<file path="src/rtl/rv32i_pkg.sv">
// Shared RV32I fetch-side types and constants.
package rv32i_pkg;

  typedef enum logic [1:0] {
    StBoot    = 2'd0,
    StFetch   = 2'd1,
    StDeliver = 2'd2,
    StHalt    = 2'd3
  } seq_state_t;

  localparam logic [31:0] RV_NOP     = 32'h0000_0013;
  localparam logic [31:0] PC_STEP    = 32'd4;
  localparam logic [1:0]  ALIGN_MASK = 2'b11;

  function automatic logic is_misaligned(input logic [31:0] addr);
    return (addr[1:0] & ALIGN_MASK) != 2'b00;
  endfunction

endpackage

</file>
<file path="src/rtl/pc_next_mux.sv">
// Priority mux for the next PC: boot > trap > redirect > sequential advance > hold.
module pc_next_mux
  import rv32i_pkg::*;
#(
  parameter logic [31:0] RESET_VECTOR = 32'h0000_0000,
  parameter logic [31:0] TRAP_VECTOR  = 32'h0000_0100
) (
  input  seq_state_t  state,
  input  logic [31:0] pc,
  input  logic        instr_ready,
  input  logic        redirect_valid,
  input  logic [31:0] redirect_target,
  input  logic        trap_req,
  output logic [31:0] next_pc,
  output logic        misaligned
);

  always_comb begin
    next_pc    = pc;
    misaligned = 1'b0;
    if (state == StBoot) begin
      next_pc = RESET_VECTOR;
    end else if (trap_req) begin
      next_pc = TRAP_VECTOR;
    end else if (redirect_valid) begin
      if (is_misaligned(redirect_target)) begin
        next_pc    = TRAP_VECTOR;
        misaligned = 1'b1;
      end else begin
        next_pc = redirect_target;
      end
    end else if (state == StDeliver && instr_ready) begin
      next_pc = pc + PC_STEP;
    end
  end

endmodule

</file>
<file path="src/rtl/pc_sequencer.sv">
// Fetch sequencer: drives next_pc, runs the imem handshake and hands instructions to decode.
module pc_sequencer
  import rv32i_pkg::*;
#(
  parameter logic [31:0] RESET_VECTOR = 32'h0000_0000,
  parameter logic [31:0] TRAP_VECTOR  = 32'h0000_0100,
  parameter logic [31:0] NOP_INSTR    = RV_NOP
) (
  input  logic        clk,
  input  logic        clr,
  input  logic [31:0] pc,
  output logic [31:0] next_pc,
  output logic        imem_req,
  output logic [31:0] imem_addr,
  input  logic        imem_ack,
  input  logic [31:0] imem_rdata,
  output logic [31:0] instr,
  output logic [31:0] instr_pc,
  output logic        instr_valid,
  input  logic        instr_ready,
  input  logic        redirect_valid,
  input  logic [31:0] redirect_target,
  input  logic        trap_req,
  input  logic        halt,
  output logic        halted,
  output logic        fetch_misaligned,
  output logic [31:0] bad_addr
);

  seq_state_t  state_q, state_d;
  logic [31:0] instr_q, instr_d;
  logic [31:0] bad_addr_q, bad_addr_d;
  logic        misaligned;
  logic        flush;

  pc_next_mux #(
    .RESET_VECTOR (RESET_VECTOR),
    .TRAP_VECTOR  (TRAP_VECTOR)
  ) u_next_mux (
    .state           (state_q),
    .pc              (pc),
    .instr_ready     (instr_ready),
    .redirect_valid  (redirect_valid),
    .redirect_target (redirect_target),
    .trap_req        (trap_req),
    .next_pc         (next_pc),
    .misaligned      (misaligned)
  );

  assign flush = (state_q != StBoot) && (trap_req || redirect_valid);

  always_comb begin
    state_d    = state_q;
    instr_d    = instr_q;
    bad_addr_d = bad_addr_q;
    case (state_q)
      StBoot:    state_d = StFetch;
      StFetch: begin
        if (imem_ack) begin
          state_d = StDeliver;
          instr_d = imem_rdata;
        end
      end
      StDeliver: if (instr_ready) state_d = halt ? StHalt : StFetch;
      StHalt:    if (!halt) state_d = StFetch;
      default:   state_d = StBoot;
    endcase
    // Trap/redirect override the state action and discard any same-cycle ack data.
    if (flush) begin
      state_d = StFetch;
      instr_d = instr_q;
    end
    if (misaligned) bad_addr_d = redirect_target;
  end

  always_ff @(posedge clk or negedge clr) begin
    if (!clr) begin
      state_q    <= StBoot;
      instr_q    <= NOP_INSTR;
      bad_addr_q <= 32'h0;
    end else begin
      state_q    <= state_d;
      instr_q    <= instr_d;
      bad_addr_q <= bad_addr_d;
    end
  end

  assign imem_req         = (state_q == StFetch);
  assign imem_addr        = pc;
  assign instr            = instr_q;
  assign instr_pc         = pc;
  assign instr_valid      = (state_q == StDeliver);
  assign halted           = (state_q == StHalt);
  assign fetch_misaligned = misaligned;
  assign bad_addr         = bad_addr_q;

endmodule

</file>
<file path="config.mk">
export PLATFORM = sky130hd
export DESIGN_NAME = pc_sequencer
export DESIGN_NICKNAME = d
export VERILOG_FILES = /design/src/rtl/rv32i_pkg.sv /design/src/rtl/pc_next_mux.sv /design/src/rtl/pc_sequencer.sv
export SDC_FILE = /design/constraint.sdc
export NUM_CORES = 1
export LEC_CHECK = 0
export ABC_AREA = 1
export CAP_MARGIN = 10
export CORE_ASPECT_RATIO = 1.1
export CORE_MARGIN = 4
export CORE_UTILIZATION = 38
export DETAILED_ROUTE_END_ITERATION = 6
export MAX_ROUTING_LAYER = met4
export PLACE_DENSITY_LB_ADDON = 0.05
export SLEW_MARGIN = 10
export SYNTH_ARGS = -nofsm -noshare
export SYNTH_HDL_FRONTEND = slang
export SYNTH_SLANG_ARGS = --single-unit
</file>
<file path="constraint.sdc">
create_clock -name clk -period 2.4 [get_ports clk]
set_clock_uncertainty 0.15 [all_clocks]
set_input_delay 0.36 -clock clk [delete_from_list [all_inputs] [get_ports clk]]
set_output_delay 0.36 -clock clk [all_outputs]
set_load 0.1 [all_outputs]
</file>
**Word-level counts from Yosys, hierarchy flattened**

Cells that the tools add are included.

- Add/subtract/negate cells: 1
- $mul: 0
- Divide/modulo/power cells: 0
- Magnitude comparators: 0
- Eq/ne operators: 6
- Shifts and indexed selects: 0
- Muxes and demuxes: 15
- Bitwise operators: 1
- Reductions and logical operators: 8

Operators by type and width:

| kind | number |
|---|---|
| 32-bit two-way mux | 5 |
| 32-bit by 3-bit adder with 32-bit output, second input constant | 1 |
| 2-bit two-way mux | 5 |
| 2-bit case mux with 4 select lines | 1 |
| 3-bit by 1-bit inequality test with 1-bit output, second input constant | 2 |
| 3-bit AND reduction | 2 |
| 2-bit equality test, second input constant | 2 |
| 1-bit two-way mux | 4 |
| 2-bit nonzero test | 2 |
| 3-bit by 2-bit inequality test with 1-bit output, second input constant | 1 |
| 2-bit by 1-bit equality test with 1-bit output, second input constant | 1 |
| 1-bit logical AND | 2 |
| 2-bit zero test | 1 |
| 1-bit logical OR | 1 |
| 1-bit inverter | 1 |

- Flip-flop bits (word level): 66
- Bits in latches: 0
- Bits in writable memories: 0
- ROM bits: 0
- Input bits: 103
- Output and inout port bits: 164
- Logic and storage cells: 34
- Memories: 0

**Depth between registers and ports, before layout**

- Word-level depth: 6
- Depth in mapped cells: 12
- Mapped depth without buffers: 11

**Hierarchy**

A second synthesis with hierarchy kept.

- Cells, all modules: 628
- Area total of the unflattened synthesis: 4708.3 µm²

By module, submodules not included:

| module | times used | cells an instance | area an instance (µm²) | seq. area each (µm²) |
|---|---|---|---|---|
| pc_sequencer | 1 | 306 | 3225.6 | 1655.3 |
| pc_next_mux | 1 | 322 | 1482.7 | 0.0 |

**Worst setup path after synthesis**

OpenSTA, ideal clock, no wires.

- Path kind: register to output
- From: register state_q[0]
- To: output port next_pc[25]
- Arrival: 4.344 ns
- Data required time: 1.890 ns
- Path slack: -2.454 ns
- Cell stages (with the launch flop): 11
- Buffers on the path: 0
- Cell sequence: dfrtp_1 inv_1 ha_1 nand2_1 inv_1 nand2_1 nor2_1 nand3_1 nand2_1 nand2_1 o21ai_0

- Word-level cells in the longest chain between the ends: 6
- Elaborated cells on any way between the ends: 7
- Those cells by class: eq/ne (1); mux (4); reduce/logical (2)

RTL lines:

| what | RTL line | RTL |
|---|---|---|
| start: declaration | pc_sequencer.sv:30 | `seq_state_t state_q, state_d;` |
| start signal: assignment | pc_sequencer.sv:78 | `state_q <= StBoot;` |
| start signal: assignment | pc_sequencer.sv:82 | `state_q <= state_d;` |
| 2-bit equality test | - |  |
| named net instr_valid | pc_sequencer.sv:19 | `output logic instr_valid,` |
| 1-bit logical AND | pc_next_mux.sv:32 | `end else if (state == StDeliver && instr_ready) begin` |
| 32-bit two-way mux | pc_next_mux.sv:32 |  |
| 32-bit two-way mux | pc_next_mux.sv:25 | `end else if (redirect_valid) begin` |
| 32-bit two-way mux | pc_next_mux.sv:23 | `end else if (trap_req) begin` |
| 32-bit two-way mux | pc_next_mux.sv:21 | `if (state == StBoot) begin` |
| end: declaration | pc_sequencer.sv:12 | `output logic [31:0] next_pc,` |

The timed path passes the listed nets, and every way through them passes these cells.

**Final worst setup path**

- From: input port pc[15]
- To: output port next_pc[28]

- Word-level cells in the longest chain between the ends: 5

RTL lines:

| what | RTL line | RTL |
|---|---|---|
| start: declaration | pc_sequencer.sv:11 | `input logic [31:0] pc,` |
| 32-bit by 3-bit adder with 32-bit output | pc_next_mux.sv:33 | `next_pc = pc + PC_STEP;` |
| 32-bit two-way mux | pc_next_mux.sv:32 |  |
| 32-bit two-way mux | pc_next_mux.sv:25 |  |
| 32-bit two-way mux | pc_next_mux.sv:23 |  |
| 32-bit two-way mux | pc_next_mux.sv:21 |  |

No other way between the ends.

==> results <==
- The run finished, with violations left.
- The final reports fail on negative setup slack.
- The total global-route track usage is 28.4%.
- The capturing element type of the critical path is a primary output.
- Timing would allow up to 0.367 GHz.
- After clock tree synthesis, the clock-pin slew on the worst setup and hold paths is 0.05 ns.
- The layout has 608 filler cells.
- After detailed routing, the number of vias per cell comes to 5.18.
- Power spread over the standard cell area amounts to 1170 nW/µm².
- Each instance of the synthesized netlist takes up on average 7.70 µm².
- The design draws 0.0110 W.
- The via count of the first global-routing pass is 5496.
- The pre-antenna-repair detailed-routing pass consisted of 5 iterations.
- The clock tree synthesis step divided the H-tree into 3 levels.
- The count of flip-flops with a built-in enable after synthesis is 0.
- The clock buffer count from CTS is 9.
- The total half-perimeter wirelength after legalization and detailed placement is 14.6 mm.
- The post-route netlist has 51.5% of its cells at a drive strength greater than 1.
- The count of unique library cells instantiated by Yosys is 36.
- The die width is 111 µm.
- By instance count, the leading cell after synthesis is sky130_fd_sc_hd__nand2_1.
- The pin count of the biggest net entering global routing is 49.
- The maximum vdd drop is 0.00185 V.
- The floorplan has 40 rows.
- The TritonCTS clock tree is done.
- The final wirelength is 19.7 mm.
- For this block, the initial DRC count from the detailed router was 299.
- Clock latency on the worst-skew pair, taken at its later pin, is 0.33 ns.
- The finished layout holds 1037 standard cells, fillers aside.
- The dominant register cell in the synthesized netlist is sky130_fd_sc_hd__dfrtp_1.
- Sequential elements use 37.7% of the synthesized area.
- The final weighted congestion of routability-driven global placement is 1.08.
- Of all nets on the critical path, the largest fanout is 3.
- The dominant cell type by area after synthesis is sky130_fd_sc_hd__dfrtp_1.
- CTS placed an instance of sky130_fd_sc_hd__clkbuf_16 at the clock tree root.
- The fraction of registers with async set or reset after synthesis is 100%.
- For the finished layout, the period the worst path requires is 2.72 ns.
- The final layout contains 995 nets.
- The number of top-level design ports is 267.
- Summing over every cut layer, the via total after detailed routing is 5376.
- Signal routing reaches up to met4.
- At the pin with the least slew margin, the transition time is 0.821 ns.
- After synthesis, the largest area contributor takes up 35.9% of total cell area.
- The required time of the critical path is 1.89 ns.
- The reported leakage power is 4.39 nW.
- The worst min-delay path class is reg -> reg.
- For the worst setup path, the data arrival time is 2.21 ns.
- The number of antenna repair diodes is 0.
- The met3 layer wire length in the routed design is 1.85 mm.
- Ranked by total cell area, the synthesized netlist is headed by sky130_fd_sc_hd__dfrtp_1 (36%), sky130_fd_sc_hd__nand2_1 (12%), sky130_fd_sc_hd__buf_4 (11%).
- The buffer depth of the longest clock path is 2.
- For this run, design rule violations remaining after detail routing come to 0.
- The number of input and output port buffers inserted is 266.
- The worst path uses 113% of the clock period.
- The number of sinks driven by the clock tree is 66.
- The final-report max-slew violation count is 0.
- The first global-routing pass estimated 29.6 mm of wire.
- The tool flagged a number of max-cap violations equal to 0.
- By startpoint and endpoint, the worst setup path is classified as in -> out.
- The number of antenna violations at the first check in global routing is 0.
- The total met2 wirelength after detailed routing is 10.1 mm.
- The total nets after synthesis is 679.
- The routed length on met1 is 6.92 mm.
- The final number of hold-violating endpoints is 0.
- The cell count after synthesis came out at 570.
- The wire length per cell after detailed routing is 19.0 µm.
- The least setup slack across all paths after layout is -0.323 ns.
- By count the netlist is led by sky130_fd_sc_hd__nand2_1 (146), sky130_fd_sc_hd__inv_1 (68), sky130_fd_sc_hd__buf_4 (64).
- The mapped netlist covers 4390 µm².
- For this run, the number of Yosys warnings is 0.
- The normalized max-slew margin is 45.2%.
- The die is 121 µm tall.
- The number of placed instances with taps included is 1001.
- Synthesis inferred 66 register bits.
- From synthesis to final layout, the design area changed by 115%.
- The die covers 13300 µm².
- In this run the standard cell core region covers 11100 µm².
- The number of antenna-violating nets in the routed design is 0.
- The final number of setup-violating endpoints is 30.
- The launching element type of the critical path is a primary input.
- The residual overflow from global routing is 0.
- Setup repair after global routing could not meet its margin everywhere.
- For this configuration, the core starts out at a cell density of 39.5%.
- On the final layout, the worst hold slack is 0.328 ns.
==> final timing paths <==
| check | startpoint | end | slack [ns] | cells past startpoint |
|---|---|---|---|---|
| min in group asynchronous | clr | state_q[1]$_DFFE_PN0P_ | 0.41 | 2 |
| min | bad_addr[16]$_DFFE_PN0P_ | bad_addr[16]$_DFFE_PN0P_ | 0.33 | 2 |
| max in group asynchronous | clr | instr[1]$_DFFE_PN1P_ | 1.01 | 3 |
| max | pc[15] | next_pc[28] | -0.32 | 11 |
| min reg2reg | bad_addr[16]$_DFFE_PN0P_ | bad_addr[16]$_DFFE_PN0P_ | 0.33 | 2 |
| max reg2reg | state_q[1]$_DFFE_PN0P_ | bad_addr[5]$_DFFE_PN0P_ | 0.20 | 10 |
==> flip-flops by register name, indices dropped and copies added (netlist names) <==
| register | cells |
|---|---|
| bad_addr | 32 |
| state_q | 2 |
| instr | 32 |
==> report_power, final <==
group,total [W],internal [W],switching [W],leakage (nW)
Clock,0.00115,0.000722,0.000429,0.124
Sequential,0.00192,0.00163,0.000289,0.794
Combinational,0.00795,0.00206,0.00589,3.48
==> through the flow <==
step	utilization, %	instance area (µm²)	TNS (ns)	setup slack [ns]
floorplan	-	4800	-2.65	-0.292
global placement	78.1	8670	-6.15	-0.321
detailed placement	78.1	8670	-7.72	-0.370
CTS	83.4	9260	-4.72	-0.212
global route	84.9	9440	-8.13	-0.369
finish	84.9	9440	-5.72	-0.323
==> layer usage <==
layer  global-route usage [%]  vias up
li1                         -     2393
met1                     30.4     2526
met2                     50.8      380
met3                     6.81       77
met4                     11.2        0
met5                        -        -
==> area by class of cell <==
| type | count | area [µm²] | area share [%] |
|---|---|---|---|
| clock buffers | 15 | 258 | 2.73 |
| inverters | 73 | 309 | 3.27 |
| multi-input cells | 355 | 2570 | 27.2 |
| flip-flops and latches | 66 | 1660 | 17.5 |
| well taps | 147 | 184 | 1.95 |
| repair buffers | 381 | 4460 | 47.3 |
==> worst max-delay path, stage by stage <==
cell and delay, ns:
sky130_fd_sc_hd__clkdlybuf4s50_1 0.53, sky130_fd_sc_hd__nand2_1 0.13, sky130_fd_sc_hd__nor2_1 0.20, sky130_fd_sc_hd__nand3_1 0.15
sky130_fd_sc_hd__nor2_2 0.19, sky130_fd_sc_hd__nand2_1 0.11, sky130_fd_sc_hd__nand2_1 0.08, sky130_fd_sc_hd__nand3_2 0.10
sky130_fd_sc_hd__nand2_2 0.10, sky130_fd_sc_hd__clkinvlp_4 0.09, sky130_fd_sc_hd__buf_12 0.17
==> logic make-up (layout without fill, tap and decap cells) <==
logic type / count (synthesis) / in the layout / share of synthesized area, %
buffers and inverters: 149 / 469 / 19.4
flip-flops: 66 / 66 / 37.7
adder cells (fa/ha/maj): 6 / 6 / 1.71
AND/OR/NAND/NOR: 248 / 248 / 23.6
multiplexers: 32 / 32 / 8.29
AO/OA/AOI/OAI: 69 / 69 / 9.23
==> cell usage in the layout (no fill, tap or decap), types with 7 or more instances in the layout <==
cell type                         synthesis  layout
sky130_fd_sc_hd__buf_12                   0     106
sky130_fd_sc_hd__buf_4                   64     165
sky130_fd_sc_hd__buf_6                    6       7
sky130_fd_sc_hd__clkbuf_16                0       9
sky130_fd_sc_hd__clkdlybuf4s50_1          0      84
sky130_fd_sc_hd__dfrtp_1                 63      63
sky130_fd_sc_hd__dlygate4sd2_1            0      12
sky130_fd_sc_hd__inv_1                   68      56
sky130_fd_sc_hd__inv_2                    3       7
sky130_fd_sc_hd__mux2_2                  31      31
sky130_fd_sc_hd__nand2_1                146     119
sky130_fd_sc_hd__nand2_2                  1      19
sky130_fd_sc_hd__nand2_4                  0       9
sky130_fd_sc_hd__nand3_1                 32      15
sky130_fd_sc_hd__nand3_2                  1      15
sky130_fd_sc_hd__nand4_1                  9       9
sky130_fd_sc_hd__nor2_1                  48      20
sky130_fd_sc_hd__nor2_2                   2      15
sky130_fd_sc_hd__nor2_4                   2      17
sky130_fd_sc_hd__o21ai_0                 35      19
sky130_fd_sc_hd__o21ai_2                  6      10
sky130_fd_sc_hd__o21ai_4                  0       8
sky130_fd_sc_hd__o22ai_4                  0       8
==> repair_timing <==
action / CTS / global route
resized for setup: 76 / 40
hold buffers: 1 / 0
setup endpoints to repair: 30 / 49
endpoints found under the hold margin: 21 / 0
buffers inserted: 16 / 5
pin swaps: 25 / 18
Power figures use the tool's default switching activity.
